<file path="src/rtl/sram_ctrl_if.sv">
// Request/response and sram-side bus between a requester, sram_ctrl and the async sram.
// The controller takes the slave modport; the requester/sram side takes master.
interface sram_ctrl_if #(
  parameter int DEPTH = 2,
  parameter int WIDTH = 8
);
  logic             REQ_VALID;
  logic             REQ_READY;
  logic             REQ_WR;
  logic [DEPTH-1:0] REQ_ADDR;
  logic [WIDTH-1:0] REQ_WDATA;
  logic             RSP_VALID;
  logic [WIDTH-1:0] RSP_RDATA;
  logic [DEPTH-1:0] SRAM_ADDR;
  logic [WIDTH-1:0] SRAM_WDATA;
  logic             SRAM_N_WE;
  logic             SRAM_N_OE;
  logic [WIDTH-1:0] SRAM_RDATA;

  modport slave (
    input  REQ_VALID, REQ_WR, REQ_ADDR, REQ_WDATA, SRAM_RDATA,
    output REQ_READY, RSP_VALID, RSP_RDATA, SRAM_ADDR, SRAM_WDATA, SRAM_N_WE, SRAM_N_OE
  );

  modport master (
    output REQ_VALID, REQ_WR, REQ_ADDR, REQ_WDATA, SRAM_RDATA,
    input  REQ_READY, RSP_VALID, RSP_RDATA, SRAM_ADDR, SRAM_WDATA, SRAM_N_WE, SRAM_N_OE
  );
endinterface

</file>
<file path="src/rtl/sram_ctrl.sv">
// Valid/ready front-end that sequences registered ADDR/N_WE/N_OE strobes for the async sram.
// Define SRAM_CTRL_B2B_EN to also accept requests in W_HOLD/R_DONE (back-to-back ops).
module sram_ctrl #(
  parameter int DEPTH     = 2,
  parameter int WIDTH     = 8,
  parameter int WE_CYCLES = 1,
  parameter int RD_CYCLES = 1
) (
  input logic       CLK,
  input logic       N_RST,
  sram_ctrl_if.slave bus
);
  localparam int MAX_CYCLES = (WE_CYCLES > RD_CYCLES) ? WE_CYCLES : RD_CYCLES;
  localparam int CNT_W      = $clog2(MAX_CYCLES) + 1;
  localparam logic [CNT_W-1:0] WE_LOAD = CNT_W'(WE_CYCLES - 1);
  localparam logic [CNT_W-1:0] RD_LOAD = CNT_W'(RD_CYCLES - 1);

  typedef enum logic [2:0] {IDLE, W_SETUP, W_PULSE, W_HOLD, R_ACCESS, R_DONE} state_t;

  state_t           state, state_next;
  logic [CNT_W-1:0] cnt, cnt_next;
  logic             req_ready, accept, capture;
  logic             n_we, n_oe, rsp_valid;
  logic [DEPTH-1:0] addr;
  logic [WIDTH-1:0] wdata, rdata;

`ifdef SRAM_CTRL_B2B_EN
  assign req_ready = (state == IDLE) || (state == W_HOLD) || (state == R_DONE);
`else
  assign req_ready = (state == IDLE);
`endif

  assign accept  = bus.REQ_VALID && req_ready;
  assign capture = (state == R_ACCESS) && (cnt == '0);

  // Counter holds the remaining cycles of a multi-cycle state; it is reloaded on entry only.
  always_comb begin
    state_next = state;
    cnt_next   = '0;
    case (state)
      IDLE:     state_next = IDLE;
      W_SETUP: begin
        state_next = W_PULSE;
        cnt_next   = WE_LOAD;
      end
      W_PULSE: begin
        if (cnt == '0) state_next = W_HOLD;
        else           cnt_next   = cnt - 1'b1;
      end
      R_ACCESS: begin
        if (cnt == '0) state_next = R_DONE;
        else           cnt_next   = cnt - 1'b1;
      end
      W_HOLD, R_DONE: state_next = IDLE;
      default:        state_next = IDLE;
    endcase
    if (accept) begin
      if (bus.REQ_WR) begin
        state_next = W_SETUP;
        cnt_next   = '0;
      end else begin
        state_next = R_ACCESS;
        cnt_next   = RD_LOAD;
      end
    end
  end

  // Strobes are decoded from the next state so they leave a flop and never glitch.
  always_ff @(posedge CLK) begin
    if (N_RST) begin
      state     <= IDLE;
      cnt       <= '0;
      n_we      <= 1'b1;
      n_oe      <= 1'b1;
      rsp_valid <= 1'b0;
      addr      <= '0;
      wdata     <= '0;
      rdata     <= '0;
    end else begin
      state     <= state_next;
      cnt       <= cnt_next;
      n_we      <= (state_next != W_PULSE);
      n_oe      <= (state_next != R_ACCESS);
      rsp_valid <= (state_next == W_HOLD) || (state_next == R_DONE);
      if (accept) begin
        addr  <= bus.REQ_ADDR;
        wdata <= bus.REQ_WDATA;
      end
      if (capture) rdata <= bus.SRAM_RDATA;
    end
  end

  assign bus.REQ_READY  = req_ready;
  assign bus.RSP_VALID  = rsp_valid;
  assign bus.RSP_RDATA  = rdata;
  assign bus.SRAM_ADDR  = addr;
  assign bus.SRAM_WDATA = wdata;
  assign bus.SRAM_N_WE  = n_we;
  assign bus.SRAM_N_OE  = n_oe;

`ifdef FORMAL
  always @(posedge CLK) begin
    if (!N_RST) assert (bus.SRAM_N_WE || bus.SRAM_N_OE);
  end
`endif
endmodule

</file>
<file path="src/flat_wrapper.sv">
// flat-port wrapper written by rule: the top's interface ports become plain ports
module sram_ctrl_flat 
#(
  parameter int DEPTH     = 2,
  parameter int WIDTH     = 8,
  parameter int WE_CYCLES = 1,
  parameter int RD_CYCLES = 1
)
  (CLK, N_RST, bus_REQ_VALID, bus_REQ_WR, bus_REQ_ADDR, bus_REQ_WDATA, bus_SRAM_RDATA, bus_REQ_READY, bus_RSP_VALID, bus_RSP_RDATA, bus_SRAM_ADDR, bus_SRAM_WDATA, bus_SRAM_N_WE, bus_SRAM_N_OE);
  sram_ctrl_if #(.DEPTH(DEPTH), .WIDTH(WIDTH)) bus_i ();
  input logic CLK;
  input logic N_RST;
  input wire logic [$bits(bus_i.REQ_VALID)-1:0] bus_REQ_VALID;
  input wire logic [$bits(bus_i.REQ_WR)-1:0] bus_REQ_WR;
  input wire logic [$bits(bus_i.REQ_ADDR)-1:0] bus_REQ_ADDR;
  input wire logic [$bits(bus_i.REQ_WDATA)-1:0] bus_REQ_WDATA;
  input wire logic [$bits(bus_i.SRAM_RDATA)-1:0] bus_SRAM_RDATA;
  output wire logic [$bits(bus_i.REQ_READY)-1:0] bus_REQ_READY;
  output wire logic [$bits(bus_i.RSP_VALID)-1:0] bus_RSP_VALID;
  output wire logic [$bits(bus_i.RSP_RDATA)-1:0] bus_RSP_RDATA;
  output wire logic [$bits(bus_i.SRAM_ADDR)-1:0] bus_SRAM_ADDR;
  output wire logic [$bits(bus_i.SRAM_WDATA)-1:0] bus_SRAM_WDATA;
  output wire logic [$bits(bus_i.SRAM_N_WE)-1:0] bus_SRAM_N_WE;
  output wire logic [$bits(bus_i.SRAM_N_OE)-1:0] bus_SRAM_N_OE;
  assign bus_i.REQ_VALID = bus_REQ_VALID;
  assign bus_i.REQ_WR = bus_REQ_WR;
  assign bus_i.REQ_ADDR = bus_REQ_ADDR;
  assign bus_i.REQ_WDATA = bus_REQ_WDATA;
  assign bus_i.SRAM_RDATA = bus_SRAM_RDATA;
  assign bus_REQ_READY = bus_i.REQ_READY;
  assign bus_RSP_VALID = bus_i.RSP_VALID;
  assign bus_RSP_RDATA = bus_i.RSP_RDATA;
  assign bus_SRAM_ADDR = bus_i.SRAM_ADDR;
  assign bus_SRAM_WDATA = bus_i.SRAM_WDATA;
  assign bus_SRAM_N_WE = bus_i.SRAM_N_WE;
  assign bus_SRAM_N_OE = bus_i.SRAM_N_OE;
  sram_ctrl #(.DEPTH(DEPTH), .WIDTH(WIDTH), .WE_CYCLES(WE_CYCLES), .RD_CYCLES(RD_CYCLES)) u_core (.CLK(CLK), .N_RST(N_RST), .bus(bus_i));
endmodule
</file>
<file path="config.mk">
export PLATFORM = sky130hd
export DESIGN_NAME = sram_ctrl_flat
export DESIGN_NICKNAME = d
export VERILOG_FILES = /design/src/rtl/sram_ctrl_if.sv /design/src/rtl/sram_ctrl.sv /design/src/flat_wrapper.sv
export SDC_FILE = /design/constraint.sdc
export NUM_CORES = 1
export LEC_CHECK = 0
export ABC_AREA = 1
export BUFFER_PORTS_ARGS = -buffer_cell sky130_fd_sc_hd__buf_2
export CORE_MARGIN = 8
export CORE_UTILIZATION = 40
export CTS_CLUSTER_SIZE = 12
export DETAILED_ROUTE_END_ITERATION = 10
export MAX_ROUTING_LAYER = met4
export PLACE_DENSITY = 0.72
export SLEW_MARGIN = 15
export SYNTH_ARGS = -nofsm -noshare
export SYNTH_HDL_FRONTEND = slang
export SYNTH_SLANG_ARGS = --single-unit
</file>
<file path="constraint.sdc">
create_clock -name CLK -period 1.01 [get_ports CLK]
set_input_delay 0.101 -clock CLK [delete_from_list [all_inputs] [get_ports CLK]]
set_output_delay 0.101 -clock CLK [all_outputs]
set_load 0.05 [all_outputs]
</file>
# Yosys cells after proc, flatten, opt, wreduce, memory -nomap -nowiden
# Index checks and enable logic that the tools add are counted.
# totals
regBits,25
in_bits,22
out_inout_bits,22
word_cells,29
# classes
addsub,1
eq_ne,7
n_mux,5
n_bitwise,2
reduce_logical,6
# op_table
op,n
$mux 3,4
$pmux 3 s3,1
$eq 3x2->1 const B,2
$eq 3x3->1 const B,2
$reduce_or 4->1,1
$eq 3x1->1 const B,1
$logic_not 3->1,1
$ne 3x2->1 const B,1
$ne 3x3->1 const B,1
$logic_and 1x1->1,2
$not 1->1,2
$reduce_or 2->1,1
$logic_or 1x1->1,1
$sub 1x1->1 const B,1

# Longest topological paths before layout
# logic_depth
word_depth,5
mapped_depth,6
mapped_depth_nobuf,5

# Worst setup path before layout
# No wires, ideal clock.
# synth_path
path_type,register to output
startpoint,reg u_core.state[0]
endpoint,out bus_REQ_READY
arrival_ps,1196
slack_ps,-287
path_stages_with_launch,4
n_path_buf,0
cell_sequence,dfxtp_1 -> nor2_4 -> inv_1 -> nor2_1
# synth_between
elab_chain_len,1
# synth_lines
element,line,rtl
start: declaration,sram_ctrl.sv:20,"state_t state, state_next;"
start signal: assignment,sram_ctrl.sv:80,state <= state_next;
$logic_not 3->1,sram_ctrl.sv:30,assign req_ready = (state == IDLE);
end: declaration,flat_wrapper.sv:18,output wire logic [$bits(bus_i.REQ_READY)-1:0] bus_REQ_READY;
# No other way between the ends.

# Worst setup path after layout
# layout_path
startpoint,reg u_core.state[1]
endpoint,out bus_REQ_READY
# The elaborated chain is that of the path after synthesis.

==> results.txt <==
The run finished, with violations left. The final reports fail on negative setup slack. The most numerous cell type found on the critical path is nor2_4. Counting every instance in the synthesized netlist gives 127. The power share of the combinational group came out at 34.5%. Summing over every cut layer, the via total after detailed routing is 939.

The first detailed-routing pass took 4 iterations. After synthesis, the netlist uses 18 different library cells. The cell row count came out at 17. The ratio of routed vias to standard cells is 4.514. Prior to clock tree synthesis, the placed netlist has a worst setup slack of -0.08817 ns. The critical path contains buffers and inverters numbering 2 combined. The overall die area is 0.004181 mm². The count of nets left with antenna violations once routing finished came out at 0.

The sequential cell area fraction in the yosys report is 52.84%. The routed design uses 1211 µm of met2 wire. The total net switching power came out at 849.4 µW. The die is 64.66 µm wide. The number of DRC violations after detailed-routing iteration 0 came out at 59. Cells fill 64.43% of the core in the end.

The cell depth of the worst hold path is 3. The worst hold path terminates at u_core.bus.SRAM_WDATA[7]. The highest layer touched by signal routing is met3. The synthesis-to-finish area growth came out at 51.92%. The smallest clock period supported by the final layout is computed as 1.184 ns. The effective utilization at floorplan came out at 42.41%. The synthesized area per cell is 7.458 µm². The length in cells of the worst reg-to-reg path came out at 6.

The first global-routing pass estimated 3912 µm of wire. After detailed routing, the number of remaining DRC violations is 0. Setup repair after global routing could not meet its margin everywhere. The leakage power total is 0.7062 nW. The share of post-route cells with drive strength above 1 came out at 37.78%. The number of maximum-capacitance constraint violations came out at 0. The kind of end point of the critical path is an output pin. The hold violation total from the final report is 0. The hold slack is 0.005785 ns.

The post-route non-filler standard cell count is 208. The total power consumption of the routed design is 2.379 mW. The die span in y came out at 64.66 µm. The remaining global-route overflow is 0. The detailed-routed wire length on met3 came out at 218 µm. For this run, the top clock speed supported by timing is 0.8448 GHz. The final clock period utilization by the worst path is 117.2%. The type of element launching the critical path is a flop. Sequential cells account for 47.1% of the total power. The number of buffers on the longest clock path is 2.

The number of levels the H-tree was split into is 1. The aggregate routed wire length is 2422 µm. The placed instances occupy a cell area of 0.001235 mm². The maximum number of pins on one net before global-route repair is 17. After detailed routing, the wire length on met1 is 991 µm. In this run the clock root is driven by a clkbuf_4.

The power density of the placed cells is 1654 mW/mm². The startpoint of the tightest hold check path is bus_REQ_WDATA[7]. The fill cell total of the finished layout is 210. The Yosys step of the flow raised 0 warnings. Counting tap cells, the placed design contains a total of 200 instances. At the later pin of the worst-skew pair, clock insertion delay measures 0.31 ns.

The startpoint of the worst register-to-register path is u_core.state[1]. The flip-flop and latch count after synthesis is 25. The clock tree from TritonCTS is built. In the global route stage, overall resource usage came out at 11.74%.

The max-slew violation count came to 0. The placer's final routability congestion estimate is 0.7624. The setup slack of the critical path after layout came out at -0.1738 ns. The initial antenna violation count came out at 0. The half-perimeter wire length of the detailed placement result is 1867 µm. The cell at the slowest stage of the critical path is dfxtp_2.

The summed negative setup slack over all endpoints is -2.554 ns. Net switching is 35.70% of the power. The worst path required time is 0.91 ns. The clock transition at the register clock pins on the worst setup and hold paths after CTS is 0.13 ns. The clock group share of total power is 18.4%.

Walking the worst path, the cells encountered are nor2_4 > inv_2 > nor2_4 > buf_8. The I/O pin total is 44. The most critical setup path has its startpoint at u_core.state[1]. The internal power of the cells is 1.530 mW. The TritonCTS sink count came out at 25.

The largest delay contributor family on the critical path is flip-flops. Across the VDD grid, the largest voltage drop is 1013 µV. The synthesized cell area came out at 947.2 µm². The number of global-route vias before repair is 943. The register-to-register setup slack is -0.16 ns.

In this design, the stage delay of the slowest critical-path cell is 0.36 ns. The mean routed wirelength per cell is 11.64 µm. Setup violations remaining at the end of the flow were counted as 22. The maximum fanout encountered on the critical timing path came out at 2.

The number of nets in the synthesized netlist is 149. The setup clock skew after layout came out at 0.002926 ns. The total CTS buffers is 3. The arrival time reported for the critical path endpoint came out at 1.08 ns. The final design area excluding fillers is 0.001439 mm².

The endpoint identified for the worst register-to-register timing path is u_core.bus.RSP_RDATA[3]. The min-delay analysis places its worst path in the category in -> reg. The count of nets after finishing came out at 203.

The total core area is 0.002233 mm². The critical path is of the reg -> out type. The number of antenna diodes in the final layout is 0. The total of buffers placed on input and output ports is 43.
state kept, by name, summed over array words and instances, names as in the netlist:
signal and cells:
u_core.cnt 1, u_core.bus.SRAM_ADDR 2, u_core.bus.RSP_VALID 1, u_core.bus.SRAM_N_WE 1, u_core.bus.SRAM_N_OE 1, u_core.state 3
u_core.bus.SRAM_WDATA 8, u_core.bus.RSP_RDATA 8
cell usage after synthesis:
cell | count | area share [%]
nand3b_2 | 1 | 1.2
a21oi_1 | 10 | 5.3
nand2_2 | 1 | 0.66
nand3b_1 | 2 | 1.6
clkinv_1 | 1 | 0.40
nand3_1 | 1 | 0.53
nor2_1 | 26 | 10
dfxtp_1 | 25 | 53
nand4_1 | 1 | 0.66
conb_1 | 1 | 0.40
nor2_4 | 2 | 2.4
inv_1 | 12 | 4.8
buf_2 | 1 | 0.53
nand2_1 | 39 | 15
buf_6 | 1 | 1.2
nand3_2 | 1 | 1.1
clkbuf_1 | 1 | 0.40
inv_2 | 1 | 0.40
power groups by stage:
| stage | clock [mW] | combinational (mW) | sequential [mW] |
|---|---|---|---|
| 2_1_floorplan | 0 | 0.260 | 1.38 |
| 3_3_place_gp | 0 | 0.681 | 1.13 |
| 3_5_place_dp | 0 | 0.698 | 1.14 |
| 4_1_cts | 0.457 | 0.793 | 1.12 |
| 5_1_grt | 0.489 | 0.881 | 1.13 |
| 6_report | 0.438 | 0.820 | 1.12 |
worst max path at each step:
stage,slack [ns],endpoint,cells past startpoint
6_report,-0.17,bus_REQ_READY,4
4_1_cts,-0.19,bus_REQ_READY,4
3_3_place_gp,-0.06,u_core.bus.SRAM_N_OE,4
5_1_grt,-0.26,u_core.bus.RSP_RDATA[0],6
2_1_floorplan,0.01,u_core.bus.SRAM_ADDR[1],5
3_5_place_dp,-0.09,u_core.bus.RSP_RDATA[2],5
repair_timing:
action                                 4_1_cts  5_1_grt
hold buffers                                 1        1
buffers inserted                             2        0
resized for setup                           32       15
gates cloned                                 0        0
setup endpoints to repair                   43       37
endpoints found under the hold margin        1        1
pin swaps                                    3        1
cell type report:
class | count | area [µm²] | area share, %
Multi-Input combinational cell | 85 | 410.4 | 28.52
Tap cell | 28 | 35.03 | 2.435
Sequential cell | 25 | 506.7 | 35.22
Inverter | 14 | 52.55 | 3.652
Clock buffer | 4 | 26.28 | 1.826
Timing Repair Buffer | 52 | 407.9 | 28.35
routing by layer:
layer,global-route usage (%),vias up
met4,3.270,0
met1,12.74,413
met5,-,-
met3,4.639,0
met2,19.50,36
li1,-,490
worst register-to-register path, cell delays in order (launching register included):
cell	delay (ns)
dfxtp_2	0.36
nor2_4	0.11
buf_4	0.16
nand2_2	0.08
nor2_4	0.18
nand2_1	0.10
a21oi_2	0.12
layout by cell type (no fill, tap or decap):
master	instances
nand3_4	1
nand4_1	1
conb_1	1
dfxtp_1	22
clkinv_1	1
nor2_2	1
buf_4	14
a21oi_1	8
nand3_1	1
nand2_2	2
dfxtp_4	1
inv_1	11
dlygate4sd3_1	2
clkbuf_1	1
dfxtp_2	2
nor2_1	24
a21oi_2	2
nand3b_1	2
clkbuf_4	4
nand2_1	38
nor2_4	3
buf_2	21
buf_8	1
buf_12	1
buf_6	12
nand3b_4	1
inv_2	2
cell families after synthesis:
family          share of synthesized area, %
simple gates                           33.82
flops                                  52.84
buf+inv                                7.660
compound gates                         5.284
other cells                           0.3959
No activity file was read; power rests on OpenSTA's default activity.
